[src/rtl/keypad_pkg.sv]
// Shared types and helpers for the 4x4 matrix keypad scanner.
package keypad_pkg;

  localparam int NUM_ROWS = 4;
  localparam int NUM_COLS = 4;
  localparam int NUM_KEYS = NUM_ROWS * NUM_COLS;
  localparam int KEY_W    = 4;

  typedef enum logic {
    IDLE    = 1'b0,
    PRESSED = 1'b1
  } kp_state_e;

  // Lowest set bit wins when several keys are down together.
  function automatic logic [KEY_W-1:0] lowest_set_index(input logic [NUM_KEYS-1:0] m);
    logic [KEY_W-1:0] idx;
    idx = '0;
    for (int i = NUM_KEYS - 1; i >= 0; i--) begin
      if (m[i]) idx = KEY_W'(i);
    end
    return idx;
  endfunction

endpackage

[src/rtl/scan_tick_gen.sv]
// Column-step divider: one-cycle tick every TICK_DIV clocks.
module scan_tick_gen #(
  parameter int TICK_DIV = 4
) (
  input  logic CLK50MHZ,
  input  logic RESET,
  output logic tick
);

  localparam int CW = $clog2(TICK_DIV);

  logic [CW-1:0] cnt_q, cnt_d;

  assign tick  = (cnt_q == CW'(TICK_DIV - 1));
  assign cnt_d = tick ? '0 : cnt_q + 1'b1;

  always_ff @(posedge CLK50MHZ or posedge RESET) begin
    if (RESET) cnt_q <= '0;
    else       cnt_q <= cnt_d;
  end

endmodule

[src/rtl/keypad_scanner.sv]
// Scans a 4x4 active-low keypad, debounces whole-matrix frames and
// emits one key event per press-release cycle.
module keypad_scanner
  import keypad_pkg::*;
#(
  parameter int CLK_HZ          = 50_000_000,
  parameter int SCAN_HZ         = 1000,
  parameter int DEBOUNCE_FRAMES = 8
) (
  input  logic       CLK50MHZ,
  input  logic       RESET,
  input  logic [3:0] ROW,
  output logic [3:0] COL,
  output logic [3:0] KEY_CODE,
  output logic       KEY_VALID,
  output logic       KEY_HELD
);

  localparam int TICK_DIV = CLK_HZ / SCAN_HZ;
  localparam logic [3:0] DEB = 4'(DEBOUNCE_FRAMES);

  logic                tick;
  logic [3:0]          row_meta_q, row_sync_q;
  logic [3:0]          rows_pressed;
  logic [1:0]          col_idx_q, col_idx_d;
  logic [NUM_KEYS-1:0] snap_q, snap_d;
  logic [NUM_KEYS-1:0] prev_q, prev_d;
  logic [3:0]          stable_q, stable_d;
  logic                frame_end, stable_valid;
  kp_state_e           state_q, state_d;
  logic [KEY_W-1:0]    code_q, code_d;

  scan_tick_gen #(.TICK_DIV(TICK_DIV)) u_tick (
    .CLK50MHZ (CLK50MHZ),
    .RESET    (RESET),
    .tick     (tick)
  );

  assign rows_pressed = ~row_sync_q;
  assign frame_end    = tick && (col_idx_q == 2'd3);
  assign col_idx_d    = tick ? col_idx_q + 2'd1 : col_idx_q;
  assign COL          = ~(4'b0001 << col_idx_q);

  // Frame compare uses the snapshot including the column sampled this tick.
  always_comb begin
    snap_d   = snap_q;
    prev_d   = prev_q;
    stable_d = stable_q;
    if (tick) begin
      for (int r = 0; r < NUM_ROWS; r++) begin
        snap_d[r*NUM_COLS + int'(col_idx_q)] = rows_pressed[r];
      end
    end
    if (frame_end) begin
      if (snap_d == prev_q) begin
        stable_d = (stable_q == DEB) ? stable_q : stable_q + 4'd1;
      end else begin
        stable_d = 4'd1;
        prev_d   = snap_d;
      end
    end
  end

  assign stable_valid = (stable_q == DEB);

  always_comb begin
    state_d   = state_q;
    code_d    = code_q;
    KEY_VALID = 1'b0;
    case (state_q)
      IDLE: begin
        if (stable_valid && (|prev_q)) begin
          state_d   = PRESSED;
          code_d    = lowest_set_index(prev_q);
          KEY_VALID = 1'b1;
        end
      end
      PRESSED: begin
        if (stable_valid && !(|prev_q)) state_d = IDLE;
      end
      default: state_d = IDLE;
    endcase
  end

  // New code is forwarded in the same cycle as the strobe.
  assign KEY_CODE = code_d;
  assign KEY_HELD = (state_q == PRESSED);

  always_ff @(posedge CLK50MHZ or posedge RESET) begin
    if (RESET) begin
      row_meta_q <= 4'hF;
      row_sync_q <= 4'hF;
      col_idx_q  <= '0;
      snap_q     <= '0;
      prev_q     <= '0;
      stable_q   <= '0;
      state_q    <= IDLE;
      code_q     <= '0;
    end else begin
      row_meta_q <= ROW;
      row_sync_q <= row_meta_q;
      col_idx_q  <= col_idx_d;
      snap_q     <= snap_d;
      prev_q     <= prev_d;
      stable_q   <= stable_d;
      state_q    <= state_d;
      code_q     <= code_d;
    end
  end

endmodule

[config.mk]
export PLATFORM = sky130hd
export DESIGN_NAME = keypad_scanner
export DESIGN_NICKNAME = d
export VERILOG_FILES = /design/src/rtl/keypad_pkg.sv /design/src/rtl/scan_tick_gen.sv /design/src/rtl/keypad_scanner.sv
export SDC_FILE = /design/constraint.sdc
export NUM_CORES = 1
export LEC_CHECK = 0
export ABC_AREA = 1
export CORE_MARGIN = 3
export CORE_UTILIZATION = 35
export DETAILED_ROUTE_END_ITERATION = 10
export PLACE_DENSITY = 0.49
export SYNTH_ARGS = -nofsm -noshare
export SYNTH_HDL_FRONTEND = slang
export SYNTH_SLANG_ARGS = --single-unit
[constraint.sdc]
create_clock -name CLK50MHZ -period 4.6 [get_ports CLK50MHZ]
set_input_delay 0.46 -clock CLK50MHZ [delete_from_list [all_inputs] [get_ports CLK50MHZ]]
set_output_delay 0.46 -clock CLK50MHZ [all_outputs]
set_load 0.1 [all_outputs]
==> results_dict.tcl <==
set metrics [dict create \
    synthArstFlopShare_pct 100 \
    holdPathStages 0 \
    ioPinCount 16 \
    crit_path_start "stable_q[0]" \
    cts.path.max_buffers 2 \
    syn_nets 489 \
    place_hpwl_mm 5.62 \
    hold_viol 0 \
    post_cts_resized 0 \
    crit_path_start_kind "flip-flop" \
    synth-seq-cells 67 \
    reg2reg_slack_ns 1.71 \
    cts.sinks 67 \
    seq_area_frac_synth_pct 46.9 \
    critPathRequiredTime_ns 4.14 \
    status "completed" \
    min_from "row_meta_q[2]" \
    finalInstanceArea_um2 4010 \
    synth_ff_type "dfrtp_1" \
    endpoint_kind "primary output" \
    hold_path_class "reg2reg" \
    htreeDepth 3 \
    synth_edf_count 0 \
    grt_antenna_before_repair 0 \
    cts_setup_buffers 0 \
    wl_per_cell_um 12.8 \
    reg2reg_from "u_tick.cnt_q[0]" \
    grt_pass1_wl_mm 13.8 \
    max_cap_violations 0 \
    gp_congestion 0.845 \
    syn_area_um2 3600 \
    viasPerCell 4.67 \
    die_h_um 107 \
    crit_type "reg2out" \
    insertion_delay_ns 0.36 \
    core_area_um2 9860 \
    mostFrequentLayoutCells "nand2_1 (141), inv_1 (80), dfrtp_1 (59)" \
    worstMarginPinSlew_ns 0.973 \
    total_power_mw 1.03 \
    cts_buffers 9 \
    cts_root_buffer "clkbuf_8" \
    rsz0062_at_grt "no" \
    die_area_um2 11500 \
    clk_pin_slew_worst_paths_ns 0.07 \
    start_util_pct 36.5 \
    synth_cell_types 31 \
    cp_data_arrival_time_ns 3.02 \
    regArea_um2 1690 \
    diodes 0 \
    finalSetupViolations 0 \
    die_w_um 107 \
    synth_warnings 0 \
    fin_skew_ns 0.00632 \
    num_vias 2947 \
    preCtsSetupSlack_ns 1.47 \
    multi_input_area_um2 1530 \
    hold_path_end "row_sync_q[2]" \
    row_count 36 \
    drt_first_pass_iters 4 \
    tns_ns 0 \
    r2r_cells 15 \
    fmax_mhz 287 \
    syn_inst 476 \
    postRouteAntennaNets 0 \
    gr-total-overflow 0 \
    hold_ws_ns 0.356 \
    cts_tree "built" \
    nNetsFinal 506 \
    drt_drc_violations_left 0 \
    area_growth_pct 11.5 \
    r2r_end "prev_q[9]" \
    peakVddDrop_mv 0.167 \
    period_needed_ns 3.48 \
    final_max_slew_viol_count 0 \
    nFillCells 1009 \
    path_max_fanout 6 \
    portBuffers 15 \
    grt_max_degree 39 \
    post-route-period-util_pct 75.7 \
    power.leakage_nw 2.16 \
    place_area_um2 3850 \
    power_density_nw_per_um2 258 \
    grt_pass1_vias 2854 \
    syn_avg_cell_area_um2 7.55 \
    grt_usage_pct 15.6 \
    wirelength_mm 8.05 \
    mostFrequentLayoutCell "nand2_1" \
    drive_gt1_share_pct 7.43 \
    initialDrtViolationCount 136 \
    slew_headroom_pct 34.9 \
    finalWorstSetupSlack_ns 1.12 \
    holdBufCountCts 0 \
]
==> metal layers <==
layer  global-route usage [%]  wire length (µm)  up-vias
met2                     25.7              3800       42
met1                     19.0              3800     1372
li1                         -                 -     1521
met3                     5.10               289       12
met5                        0                 0        -
met4                     5.59               157        0
==> logic make-up (layout without fill, tap and decap cells) <==
kind of cell,after synthesis,in the layout,share of synthesized area (%)
and+or+nand+nor,254,254,31.2
buffers and inverters,93,115,10.6
DFF,67,67,46.9
AOI/OAI and AO/OA,47,47,6.89
xor gates and xnor gates,8,8,1.95
adders and majority gates,7,7,2.44
==> state kept, by name, indices dropped and copies added (netlist names), named ones only <==
name and flops:
snap_q 16, stable_q 4, col_idx_q 2, u_tick.cnt_q 16
prev_q 16, row_meta_q 4, row_sync_q 4, code_q 4
==> per-stage QoR <==
stage | utilization (%) | std cells
after global routing | 40.6 | 631
after CTS | 40.6 | 631
final | 40.6 | 631
after global placement | 39.1 | 615
after floorplan | - | 476
after detailed placement | 39.1 | 615
==> how the worst max path moves through the flow <==
stage	end	slack [ns]	depth (start not counted)
detailed placement	KEY_CODE[2]	1.47	8
global route	KEY_CODE[1]	0.82	11
global placement	KEY_CODE[2]	1.49	8
floorplan	KEY_CODE[2]	0.09	3
finish	KEY_CODE[1]	1.12	11
CTS	KEY_CODE[2]	1.06	8
==> worst max-delay path: stages (launching register included) <==
cell	delay (ns)
dfrtp_1	0.43
inv_1	0.08
ha_1	0.14
nand3_1	0.11
inv_1	0.13
nand2_1	0.08
nor2_1	0.15
inv_1	0.13
a21oi_1	0.13
nand3_1	0.08
nand2_1	0.08
clkdlybuf4s50_1	1.13
==> power breakdown <==
group          leakage, nW  total (mW)  internal, mW  switching [mW]
combinational         1.18      0.0180       0.00499          0.0130
clock               0.0812       0.418         0.194           0.224
sequential           0.894       0.599         0.596         0.00385
total                 2.16        1.03         0.794           0.241
==> cell type report <==
class | instances | share of cell area, %
Clock buffer | 13 | 3.46
Timing Repair Buffer | 16 | 3.93
Inverter | 83 | 7.77
Sequential cell | 67 | 42.1
Multi-Input combinational cell | 316 | 38.2
Clock inverter | 3 | 0.375
Tap cell | 133 | 4.15
==> cell usage after synthesis, types with 4 or more instances <==
master / instances / share of area, %
nand4_1: 4 / 0.70
nor2_1: 38 / 4.0
inv_1: 81 / 8.5
nand2_1: 141 / 15
dfstp_2: 8 / 5.8
o21ai_1: 15 / 2.1
clkbuf_1: 4 / 0.42
nand2_2: 5 / 0.87
buf_6: 4 / 1.3
o21ai_0: 22 / 3.1
nor3_1: 4 / 0.56
a21oi_1: 6 / 0.84
dfrtp_1: 59 / 41
ha_1: 7 / 2.4
xor2_1: 7 / 1.7
nand3_1: 48 / 6.7
Power figures use the tool's default switching activity.
==> RTL change 1: new RTL, config.mk and constraints unchanged <==
The package constant `NUM_COLS` goes from 4 to 3.
--- a/src/rtl/keypad_pkg.sv
+++ b/src/rtl/keypad_pkg.sv
@@ -3,5 +3,5 @@
 
   localparam int NUM_ROWS = 4;
-  localparam int NUM_COLS = 4;
+  localparam int NUM_COLS = 3;
   localparam int NUM_KEYS = NUM_ROWS * NUM_COLS;
   localparam int KEY_W    = 4;
Check against the original RTL: no difference found for any inputs over 10 cycles, from zero or initial values and one cycle with RESET high; that may be too few to reach the edited logic, so the function may still have changed.
==> RTL change 1 against the original RTL <==
  * Setup slack worse by 0.19 ns
  * Sequential power down 12%
  * Critical path type unchanged
  * Wire length up 18%
  * Non-clock buffer count unchanged
  * Via count up 11%
  * Clock skew up 0.0088 ns
  * Highest routed layer unchanged
  * Area after synthesis up 4.9%
  * Global-route usage up 1.9 points
  * Count of clock-buffer cells in the layout up 1
  * Sequential cell count down 8
  * Cell area up 4.4%
  * Synthesized cell count up 9.7%
  * Clock power up 7.2%
  * Power down 3.7%
==> RTL change 1: results (changes against the original RTL) <==
| Metric | Value |
|---|---|
| Top FF cell, synth | dfrtp_1 |
| Max IR drop VDD | 0.144 mV (-14%) |
| Total track usage | 0.175 (+0.0191) |
| Max stage delay on crit path | 1.19 ns (+0.06 ns) |
| Setup bufs post-CTS | 0 (unchanged) |
| Buffers on Ports | 15 (unchanged) |
| Resized Gates After CTS | 0 (unchanged) |
| Avg WL per Cell | 13.9 um (+9.2%) |
| Post-synthesis sequential area ratio | 0.394 (-0.0749) |
| Outcome | finished, final reports clean |
| Vias in the first global route | 3190 (+12%) |
| Antenna violations before repair | 0 (unchanged) |
| Share of post-route cells with drive strength above 1 | 0.145 (+0.0704) |
| Rel. slew slack | 0.351 (+0.00161) |
| RR Startpoint | col_idx_q[0] |
| Largest registers | u_tick.cnt_q x16, prev_q x12, snap_q x12 |
| Hold Startpoint | row_meta_q[1] |
| Hold Crit Depth | 0 (unchanged) |
| # Max-Cap Violations | 0 (unchanged) |
| Setup Skew | 0.0151 ns (+0.00882 ns) |
| Placed inst area | 4000 um^2 (+3.9%) |
| Mapped Nets | 538 (+10%) |
| Inst Count DP | 666 (+8.3%) |
| DP HPWL | 7.18 mm (+28%) |
| Depth of the worst register-to-register path | 17 (+2) |
| Routed vias | 3268 (+11%) |
| Psw | 0.227 mW (-5.6%) |
| Yosys cell types | 30 (-3.2%) |
| Most frequent cells after synthesis | nand2_1 (165), inv_1 (75), nand3_1 (64), dfrtp_1 (51), nor2_1 (32) |
| Min Hold Slack | 0.356 ns (-0.000412 ns) |
| CTS buffer count | 9 (unchanged) |
| Clk Latency, worst-skew pair | 0.35 ns |
| Worst-path clk slew | 0.06 ns |
| Uppermost layer routed | met4 |
| Largest net degree at the start of global routing | 32 (-18%) |
| Reg2reg end | prev_q[5] |
| Post-Place Setup Slack | 1.27 ns (-0.199 ns) |
| First-pass GRT wire length | 16.0 mm (+16%) |
| DRT iter0 DRCs | 133 (-2.2%) |
| CP max FO | 7 (+1) |
| Nets | 557 (+10%) |
| Met3 wire len | 329 um (+14%) |
| N_diodes | 0 (unchanged) |
| Hold Path Class | flop to flop |
| Met2 wire len | 4.50 mm (+18%) |
| CTS H-tree lvls | 3 (unchanged) |
| Synth Warn # | 0 (unchanged) |
| Asr flop ratio synth | 1.00 (unchanged) |
| Gpl congestion | 0.809 (-4.2%) |
| Crit path DAT | 3.21 ns (+0.19 ns) |
| Finished Layout Cells | 682 (+8.1%) |
| Synth top area cells | dfrtp_1 (34%), nand2_1 (16%), nand3_1 (8.5%) |
| P_leak | 2.16 nW (about the same) |
| WL met1 | 4.57 mm (+20%) |
| Slowest cell on the critical path | clkdlybuf4s50_1 |
| Hold Path Sink | row_sync_q[1] |
| Mean Syn Cell Area | 7.22 um^2 (-4.4%) |
| R2r setup slk | 1.68 ns (-0.03 ns) |
==> RTL change 1: routing by layer <==
layer  track usage  vias up
met2         0.287       39
li1              -     1674
met3        0.0370        9
met1         0.232     1546
met5             0        -
met4        0.0481        0
==> RTL change 1: kinds of logic after synthesis <==
| family | count (synthesis) | synth area share |
|---|---|---|
| adders and majority gates | 10 | 0.0332 |
| AOI/OAI and AO/OA | 41 | 0.0664 |
| xor gates and xnor gates | 5 | 0.0116 |
| and+or+nand+nor | 319 | 0.390 |
| DFF | 59 | 0.394 |
| buffers and inverters | 88 | 0.105 |
==> RTL change 1: cell type report <==
class / instances / area [um^2]
fillers: 1150 / 6230
multi-input cells: 375 / 1890
flip-flops and latches: 59 / 1490
inverters: 80 / 300
clock buffers: 14 / 173
well taps: 136 / 170
repair buffers: 16 / 158
clock inverters: 2 / 10.0
==> RTL change 1: worst max path at each step <==
stage / cells past startpoint / endpoint / from / slack [ns]
6_report: 9 / KEY_CODE[1] / stable_q[0] / 0.93
5_1_grt: 9 / KEY_CODE[3] / stable_q[0] / 0.59
4_1_cts: 9 / KEY_CODE[1] / stable_q[0] / 0.89
3_5_place_dp: 9 / KEY_CODE[1] / stable_q[0] / 1.27
3_3_place_gp: 9 / KEY_CODE[1] / stable_q[0] / 1.37
2_1_floorplan: 8 / KEY_CODE[1] / stable_q[0] / 0.64
==> RTL change 1: power by group through the flow <==
stage                     Combinational (mW)  Sequential (mW)  Clock, mW
after global routing                  0.0236            0.529      0.490
after floorplan                       0.0111            0.537          0
final                                 0.0200            0.528      0.448
after detailed placement              0.0214            0.538          0
after CTS                             0.0214            0.528      0.471
after global placement                0.0210            0.538          0
==> RTL change 2: new RTL, config.mk and constraints unchanged <==
Without the edit above. Register the input `ROW` before use. The logic sees it one clock later.
--- a/src/rtl/keypad_scanner.sv
+++ b/src/rtl/keypad_scanner.sv
@@ -19,4 +19,10 @@
   localparam int TICK_DIV = CLK_HZ / SCAN_HZ;
   localparam logic [3:0] DEB = 4'(DEBOUNCE_FRAMES);
+
+  logic [3:0] ROW_q;
+
+  always_ff @(posedge CLK50MHZ) begin
+    ROW_q <= ROW;
+  end
 
   logic                tick;
@@ -98,5 +104,5 @@
       code_q     <= '0;
     end else begin
-      row_meta_q <= ROW;
+      row_meta_q <= ROW_q;
       row_sync_q <= row_meta_q;
       col_idx_q  <= col_idx_d;
Formal check against the unedited RTL: same outputs for any inputs over 10 cycles, from zero or initial values and one cycle with RESET high; that may be too few to reach the edited logic, so the function may still have changed.
==> RTL change 2 against the original RTL <==
  * Critical path depth did not move
  * Clock skew fell by 0.0015 ns
  * Wire length rose by 8.5%
  * Area after synthesis rose by 6.1%
  * Register-to-register slack got worse by 0.23 ns
  * Power rose by 8.3%
  * Non-clock buffer count did not move
  * Clock power rose by 12%
  * Cell area rose by 6.1%
  * First-iteration DRC count rose by 34%
  * Sequential cell count rose by 4
  * Setup slack got worse by 0.085 ns
  * Largest cell class unchanged
==> RTL change 2: results (changes against the original RTL) <==
| Metric | Value |
|---|---|
| DRT Wirelength | 8.74 mm (+8.5%) |
| Total track usage | 0.155 (-0.000574) |
| Synth top area cells | dfrtp_1 (39%), nand2_1 (15%), inv_1 (8.5%) |
| Worst-path clk slew | 0.08 ns |
| Post-synthesis sequential area ratio | 0.463 (-0.00593) |
| Fill count | 1117 (+11%) |
| Hold Path Sink | row_meta_q[2] |
| DP HPWL | 6.15 mm (+9.4%) |
| Rel. slew slack | 0.346 (-0.00314) |
| Routed vias | 3138 (+6.5%) |
| Root buffer cell | clkbuf_8 |
| First-pass GRT wire length | 15.5 mm (+12%) |
| N_diodes | 0 (unchanged) |
| Critical path destination | KEY_CODE[1] |
| Mapped Nets | 521 (+6.5%) |
| Final Worst Setup Slack | 1.03 ns (-0.0854 ns) |
| Max IR drop VDD | 0.148 mV (-11%) |
| Asr flop ratio synth | 0.944 (-0.0563) |
| Gpl congestion | 0.844 (about the same) |
| P_leak | 2.27 nW (+4.9%) |
| Final Hold Vio Count | 0 (unchanged) |
| Largest registers | prev_q x16, snap_q x16, u_tick.cnt_q x16 |
| Post-synthesis mux area share | 0 (unchanged) |
| Yosys cell types | 33 (+6.5%) |
| Post-Place Setup Slack | 1.40 ns (-0.0670 ns) |
| Vias in the first global route | 3226 (+13%) |
| Resized Gates After CTS | 0 (unchanged) |
| Setup Skew | 0.00478 ns (-0.00154 ns) |
| Most frequent cells after synthesis | nand2_1 (149), inv_1 (86), dfrtp_1 (59), nand3_1 (53), nor2_1 (37) |
| Hold Startpoint | ROW_q[2] |
| Outcome | finished, final reports clean |
| Post-Synth Adder-Cell Area | 0.0230 (-0.00140) |
| Synth Area in Compound Gates | 0.0738 (+0.00490) |
| Reg2reg end | prev_q[11] |
| Nets | 538 (+6.3%) |
| Post-synthesis xor/xnor area fraction | 0.0138 (-0.00571) |
| CP top delay family | buffers and inverters |
| R2r setup slk | 1.48 ns (-0.23 ns) |
| Share of post-route cells with drive strength above 1 | 0.100 (+0.0257) |
| Placed inst area | 4070 um^2 (+5.6%) |
| Largest net degree at the start of global routing | 47 (+21%) |
| Crit path DAT | 3.11 ns (+0.09 ns) |
| CP Launch Point | stable_q[0] |
| DRT iter0 DRCs | 182 (+34%) |
[RTL change 2: changes by cell type in the layout (fill, tap and decap cells not counted), sizes merged, moves of 4 or more]
cell | unedited run | this run
clkbuf | 13 | 9
nand2 | 147 | 162
inv | 83 | 89
dfxtp | 0 | 4
nand3 | 49 | 54
[RTL change 2: power breakdown]
group	internal [mW]	leakage, nW	switching (mW)	total (mW)
clock	0.201	0.0860	0.266	0.467
combinational	0.00499	1.25	0.0131	0.0181
sequential	0.631	0.928	0.00434	0.636
total	0.837	2.27	0.283	1.12
[RTL change 2: area by class of cell]
| type | instances | area share |
|---|---|---|
| Sequential cell | 71 | 0.416 |
| Multi-Input combinational cell | 339 | 0.387 |
| Inverter | 88 | 0.0777 |
| Tap cell | 136 | 0.0400 |
| Timing Repair Buffer | 16 | 0.0371 |
| Clock buffer | 9 | 0.0291 |
| Clock inverter | 7 | 0.0138 |
[RTL change 2: metrics by stage]
stage	util	instances	hold WS, ns
after floorplan	-	508	0.284
after global placement	0.389	650	0.286
after detailed placement	0.389	650	0.286
after CTS	0.406	666	0.299
after global routing	0.406	666	0.303
final	0.406	666	0.295
[RTL change 2: logic make-up after synthesis]
logic type,count (synthesis)
adder cells (fa/ha/maj),7
flip-flops,71
XOR/XNOR,6
AND/OR/NAND/NOR,275
AO/OA/AOI/OAI,51
buffers and inverters,98
[RTL change 2: per-layer routing]
layer	GRT usage	vias to the layer above	share of wire
met1	0.201	1463	0.48
met3	0.0400	15	0.029
met5	0	-	0
met2	0.256	37	0.47
li1	-	1623	-
met4	0.0427	0	0.019
